--- config.mk ---
export PLATFORM = sky130hd
export DESIGN_NAME = pipe_skid_reg
export DESIGN_NICKNAME = d
export VERILOG_FILES = /design/src/rtl/pipe_skid_reg.sv
export SDC_FILE = /design/constraint.sdc
export NUM_CORES = 1
export LEC_CHECK = 0
export BUFFER_PORTS_ARGS = -buffer_cell sky130_fd_sc_hd__clkbuf_2
export CAP_MARGIN = 5
export CORE_ASPECT_RATIO = 1.2
export CORE_MARGIN = 1.5
export CORE_UTILIZATION = 45
export CTS_CLUSTER_DIAMETER = 60
export DETAILED_ROUTE_END_ITERATION = 10
export HOLD_SLACK_MARGIN = 0.1
export PLACE_DENSITY = 0.83
export SLEW_MARGIN = 40
export SYNTH_ARGS = -nofsm -noshare
export SYNTH_HDL_FRONTEND = slang
export SYNTH_SLANG_ARGS = --single-unit
--- constraint.sdc ---
create_clock -name clk -period 2.86 [get_ports clk]
set_clock_uncertainty 0.15 [all_clocks]
set_input_delay 0.429 -clock clk [delete_from_list [all_inputs] [get_ports clk]]
set_output_delay 0.429 -clock clk [all_outputs]
set_load 0.05 [all_outputs]
--- src/rtl/pipe_skid_reg.sv ---
// Elastic stage-boundary register: valid/ready handshake with a 2-entry skid
// buffer, global freeze, synchronous flush and a saturating stall-cycle counter.
module pipe_skid_reg #(
  parameter int DATA_W = 32,
  parameter int CTRL_W = 3,
  parameter int CNT_W  = 16
) (
  input  logic              clk,
  input  logic              rst,
  input  logic              stall,
  input  logic              flush,
  input  logic              in_valid,
  output logic              in_ready,
  input  logic [DATA_W-1:0] in_data,
  input  logic [CTRL_W-1:0] in_ctrl,
  output logic              out_valid,
  input  logic              out_ready,
  output logic [DATA_W-1:0] out_data,
  output logic [CTRL_W-1:0] out_ctrl,
  output logic [1:0]        occupancy,
  output logic [CNT_W-1:0]  stall_cycles
);

  // Handshake: a transfer happens on a rising edge where valid and ready are
  // both high; valid never waits on ready, and ready here depends only on
  // registered state plus stall/flush, never on out_ready.
  typedef enum logic [1:0] {
    S_EMPTY = 2'd0,
    S_ONE   = 2'd1,
    S_TWO   = 2'd2
  } state_e;

  state_e             state_q, state_d;
  logic [DATA_W-1:0]  main_data_q, main_data_d;
  logic [CTRL_W-1:0]  main_ctrl_q, main_ctrl_d;
  logic [DATA_W-1:0]  skid_data_q, skid_data_d;
  logic [CTRL_W-1:0]  skid_ctrl_q, skid_ctrl_d;
  logic [CNT_W-1:0]   cnt_q, cnt_d;
  logic               in_fire, out_fire;

  assign in_ready     = (state_q != S_TWO) && !stall && !flush;
  assign out_valid    = (state_q != S_EMPTY) && !stall && !flush;
  assign out_data     = main_data_q;
  assign out_ctrl     = out_valid ? main_ctrl_q : '0;
  assign occupancy    = state_q;
  assign stall_cycles = cnt_q;

  assign in_fire  = in_valid && in_ready;
  assign out_fire = out_valid && out_ready;

  always_comb begin
    state_d     = state_q;
    main_data_d = main_data_q;
    main_ctrl_d = main_ctrl_q;
    skid_data_d = skid_data_q;
    skid_ctrl_d = skid_ctrl_q;
    cnt_d       = cnt_q;
    if (flush) begin
      // Bubbles must carry no control; data is left as-is.
      state_d     = S_EMPTY;
      main_ctrl_d = '0;
      skid_ctrl_d = '0;
    end else if (stall) begin
      if (state_q != S_EMPTY && cnt_q != {CNT_W{1'b1}}) begin
        cnt_d = cnt_q + 1'b1;
      end
    end else begin
      case (state_q)
        S_EMPTY: begin
          if (in_fire) begin
            state_d     = S_ONE;
            main_data_d = in_data;
            main_ctrl_d = in_ctrl;
          end
        end
        S_ONE: begin
          if (in_fire && out_fire) begin
            main_data_d = in_data;
            main_ctrl_d = in_ctrl;
          end else if (in_fire) begin
            state_d     = S_TWO;
            skid_data_d = in_data;
            skid_ctrl_d = in_ctrl;
          end else if (out_fire) begin
            state_d = S_EMPTY;
          end
        end
        S_TWO: begin
          if (out_fire) begin
            state_d     = S_ONE;
            main_data_d = skid_data_q;
            main_ctrl_d = skid_ctrl_q;
          end
        end
        default: state_d = S_EMPTY;
      endcase
    end
  end

  always_ff @(posedge clk or posedge rst) begin
    if (rst) begin
      state_q     <= S_EMPTY;
      main_data_q <= '0;
      main_ctrl_q <= '0;
      skid_data_q <= '0;
      skid_ctrl_q <= '0;
      cnt_q       <= '0;
    end else begin
      state_q     <= state_d;
      main_data_q <= main_data_d;
      main_ctrl_q <= main_ctrl_d;
      skid_data_q <= skid_data_d;
      skid_ctrl_q <= skid_ctrl_d;
      cnt_q       <= cnt_d;
    end
  end

endmodule

[Word-level counts from Yosys, hierarchy flattened]
Cells that the tools add are included.
Cells by class
  add/subtract/negate cells: 1
  equal/unequal tests: 14
  mux-type cells: 23
  bitwise logic cells: 3
  reduce and logical (&&, ||, !) cells: 22
Operators by type and width (number)
  $mux W32: 3
  $pmux W32 S3: 1
  $mux W3: 10
  $add A16 B1 Y16 const B: 1
  $ne A16 B16 Y1 const B: 1
  $reduce_and A5 Y1: 3
  $mux W2: 7
  $ne A3 B3 Y1 const B: 4
  $ne A2 B2 Y1 const B: 5
  $pmux W3 S3: 1
  $logic_and A1 B1 Y1: 8
  $pmux W2 S3: 1
  $reduce_and A6 Y1: 1
  $reduce_bool A2 Y1: 3
  $ne A4 B4 Y1 const B: 1
  $reduce_and A4 Y1: 1
  $reduce_bool A4 Y1: 1
  $not A1 Y1: 3
  $reduce_and A3 Y1: 1
  $reduce_bool A3 Y1: 1
  $eq A2 B1 Y1 const B: 1
  $eq A2 B2 Y1 const B: 1
  $logic_not A1 Y1: 2
  $logic_not A2 Y1: 1
  $ne A2 B1 Y1 const B: 1
Storage, ports and cells
  register bits: 88
  output and inout bits: 55

[Depth between registers and ports, before layout]
  depth in word-level cells: 10
  mapped depth: 7
  mapped depth without buffers: 5

[Worst setup path after synthesis]
No wires, ideal clock.
  path type: reg2out
  start: reg state_q[1] (netlist: occupancy[1])
  end: out out_ctrl[0]
  data arrival time: 2652 ps
  path slack: -371 ps
  cell stages (with the launch flop): 4
  buffers on the path: 0
  path through: dfrtp_1 > nor2_1 > nor3_1 > and2_1
On the way
  word-level cells in the longest chain between the ends: 4
RTL lines
  start, declared: RTL line 33  | state_e state_q, state_d;
  start signal, assigned: RTL line 109  | state_q <= state_d;
  $reduce_bool A2 Y1: RTL line 42  | assign out_valid = (state_q != S_EMPTY) && !stall && !flush;
  $logic_and A1 B1 Y1 (2 in a row): RTL line 42
  via out_valid: RTL line 16  | output logic out_valid,
  $mux W3: RTL line 44  | assign out_ctrl = out_valid ? main_ctrl_q : '0;
  end, declared: RTL line 19  | output logic [CTRL_W-1:0] out_ctrl,
The timed path passes the listed nets, and every way through them passes these cells.

[Worst setup path in the final report]
  start: reg state_q[1] (netlist: occupancy[1])
  end: out out_ctrl[1]
On the way
  word-level cells in the longest chain between the ends: 4
RTL lines (RTL line)
  $reduce_bool A2 Y1: 42
  $logic_and A1 B1 Y1 (2 in a row): 42
  $mux W3: 44
Every way passes these cells.

==> impl_metrics.tcl <==
set metrics [dict create \
    die_w_um 87.8 \
    synth_top_area_share_pct 56.6 \
    root_buffer "clkbuf_8" \
    synth_top_cells_by_count "dfrtp_1, nand2_1, mux2i_1, mux2_2, o21ai_0" \
    crit_path_end_kind "output pin" \
    worstMarginPinSlew_ps 498 \
    holdPathStages 2 \
    drc_errors 0 \
    grt_use_total_pct 18.3 \
    cts_resized 0 \
    synthesis.instances 329 \
    maxClockFrequency_mhz 417 \
    gr-total-overflow 0 \
    dpl.hpwl_mm 5.61 \
    routed_wl_mm 7.71 \
    fin_cells 546 \
    synthMostInstantiatedCell "dfrtp_1" \
    dp.cells 529 \
    hold_path_startpoint "in_data[15]" \
    core-area_um2 8240 \
    maxSlewViolCount 0 \
    cts_buffers 9 \
    area_delta_synth_final_pct 21.5 \
    fill_cells 730 \
    grt_first_pass_wirelength_mm 13.0 \
    vias 2770 \
    clock_sinks 88 \
    clock_latency_ps 350 \
    drt_iter0_drc 141 \
    crit_fanout 8 \
    num_antenna_cells 0 \
    wl_met1_mm 3.33 \
    dieArea_um2 9210 \
    io_pins 96 \
    synth-edff-count 0 \
    arrival_ps 1820 \
    gp_congestion 0.780 \
    rrSetupSlack_ps 800 \
    hp-class "in -> reg" \
    wire_per_inst_um 14.1 \
    min_period_ps 2400 \
    rsz0062_at_grt "false" \
    cts_tree "yes" \
    vias_per_cell 5.07 \
    port_buffers 95 \
    critical_path.startpoint "occupancy[1]" \
    hold_end "skid_data_q[15]" \
    clk_pin_slew_ps 80 \
    synth_fp_nets 371 \
    ys_ff_latch 88 \
    rows 36 \
    firstDrtPassIters 4 \
    start_util_pct 47.2 \
    ys_warn_count 0 \
    setup_violations 0 \
    seq_area_frac_synth_pct 56.6 \
    wl_met3_um 404 \
    hold_viol_final 0 \
    highest_layer "met4" \
    die_y_um 105 \
    final_nets 469 \
    drv_cap 0 \
    cts_max_path_buffers 2 \
    timing.rr.end "skid_data_q[11]" \
    p_leak_nw 2.34 \
    grt_max_degree 53 \
    synthTopCellsByArea "dfrtp_1, mux2_2, mux2i_1, o21ai_0, nand2_1" \
    p_per_area_nw_per_um2 684 \
    routed-wl-met2_mm 3.80 \
    relSlewSlack_pct 66.7 \
    r2r_cells 5 \
    period_share_pct 83.9 \
    async_flop_share_pct 100 \
    reg2reg_from "occupancy[1]" \
    ys_types 36 \
    peakVddDrop_v 0.000374 \
    avgSynthCellArea_um2 11.8 \
    synth_ff_type "dfrtp_1" \
    htreeDepth 3 \
    ant_nets 0 \
    critPathKind "reg -> out" \
    outcome "completed" \
    final.setup.tns_ps 0 \
    grt_antenna_before_repair 0 \
    drive_above_1_share_pct 38.0 \
    grt_pass1_vias 2832 \
    netlist_area_um2 3890 \
    synth_top_area_cell "dfrtp_1" \
    required_ps 2280 \
    start_kind "register" \
]
## worst max-delay path: stages, from the launching register on
cell	delay [ps]
dfrtp_1	460
nor2_1	440
nor3_2	140
and2_1	200
clkbuf_2	240
## where the power goes
part           total, W  internal [W]  switching, W
sequential      0.00155       0.00143      0.000120
combinational  0.000825      0.000232      0.000593
clock          0.000856      0.000450      0.000406
## sequential cells by signal, indices dropped and copies added (netlist names)
| register | count |
|---|---|
| out_data | 32 |
| skid_data_q | 32 |
| stall_cycles | 16 |
| skid_ctrl_q | 3 |
| occupancy | 2 |
| main_ctrl_q | 3 |
## layout by cell type (no fill, tap or decap), drive strengths merged, types with 2 or more instances in the layout
| master | synthesis | final |
|---|---|---|
| a21oi | 3 | 3 |
| dfrtp | 88 | 88 |
| mux2 | 36 | 36 |
| nor2 | 20 | 20 |
| nand2b | 3 | 3 |
| o21ai | 35 | 35 |
| clkinv | 0 | 3 |
| buf | 11 | 6 |
| inv | 3 | 2 |
| xnor2 | 5 | 5 |
| nand3 | 4 | 4 |
| clkbuf | 4 | 108 |
| nand4 | 2 | 2 |
| xor2 | 9 | 9 |
| nand2 | 42 | 42 |
| mux2i | 39 | 39 |
| and2 | 3 | 3 |
| or3 | 3 | 3 |
| nor3 | 5 | 5 |
| and3 | 2 | 2 |
## area by class of cell
| type | instances | area, um^2 | area share [%] |
|---|---|---|---|
| tap | 114 | 143 | 3.02 |
| sequential | 88 | 2200 | 46.6 |
| inverter | 3 | 16.3 | 0.344 |
| multi-input combinational | 223 | 1620 | 34.3 |
| clock buffer | 13 | 159 | 3.36 |
| clock inverter | 3 | 40.0 | 0.847 |
| timing repair buffer | 102 | 543 | 11.5 |
## per-stage QoR
stage	hold WS [ps]	total power, W	util [%]	area, um^2	setup slack, ps
final	176	0.00323	57.3	4720	460
after global routing	158	0.00340	57.3	4720	323
after CTS	153	0.00328	57.3	4720	442
after floorplan	329	0.00218	-	3900	2.45
after global placement	311	0.00237	54.7	4510	721
after detailed placement	319	0.00241	54.8	4520	647
## logic make-up (layout without fill, tap and decap cells)
logic type / Yosys count / count (layout) / synth area share (%)
adder cells (fa/ha/maj): 1 / 1 / 0.322
buffers and inverters: 18 / 121 / 2.29
XOR/XNOR: 14 / 14 / 3.15
flip-flops: 88 / 88 / 56.6
multiplexers: 75 / 75 / 20.5
AND/OR/NAND/NOR: 89 / 89 / 10.6
AO/OA/AOI/OAI: 44 / 44 / 6.53
## worst max-delay path by stage
stage / to / slack (ps) / cells after the start
after floorplan: main_ctrl_q[0] / 2 / 1
after global placement: skid_data_q[1] / 720 / 5
after detailed placement: skid_data_q[11] / 650 / 5
after CTS: out_ctrl[1] / 440 / 4
after global routing: out_ctrl[2] / 320 / 4
final: out_ctrl[1] / 460 / 4
## layer usage
metal / global-route usage [%] / vias up
met5: 0 / -
met4: 8.28 / 0
met3: 4.74 / 13
met2: 29.7 / 73
met1: 22.3 / 1352
li1: - / 1332
## what timing repair did
action / in CTS / in global routing
setup buffers: 0 / 0
hold buffers: 1 / 0
endpoints found under the hold margin: 51 / 0
No activity file was read; power rests on OpenSTA's default activity.
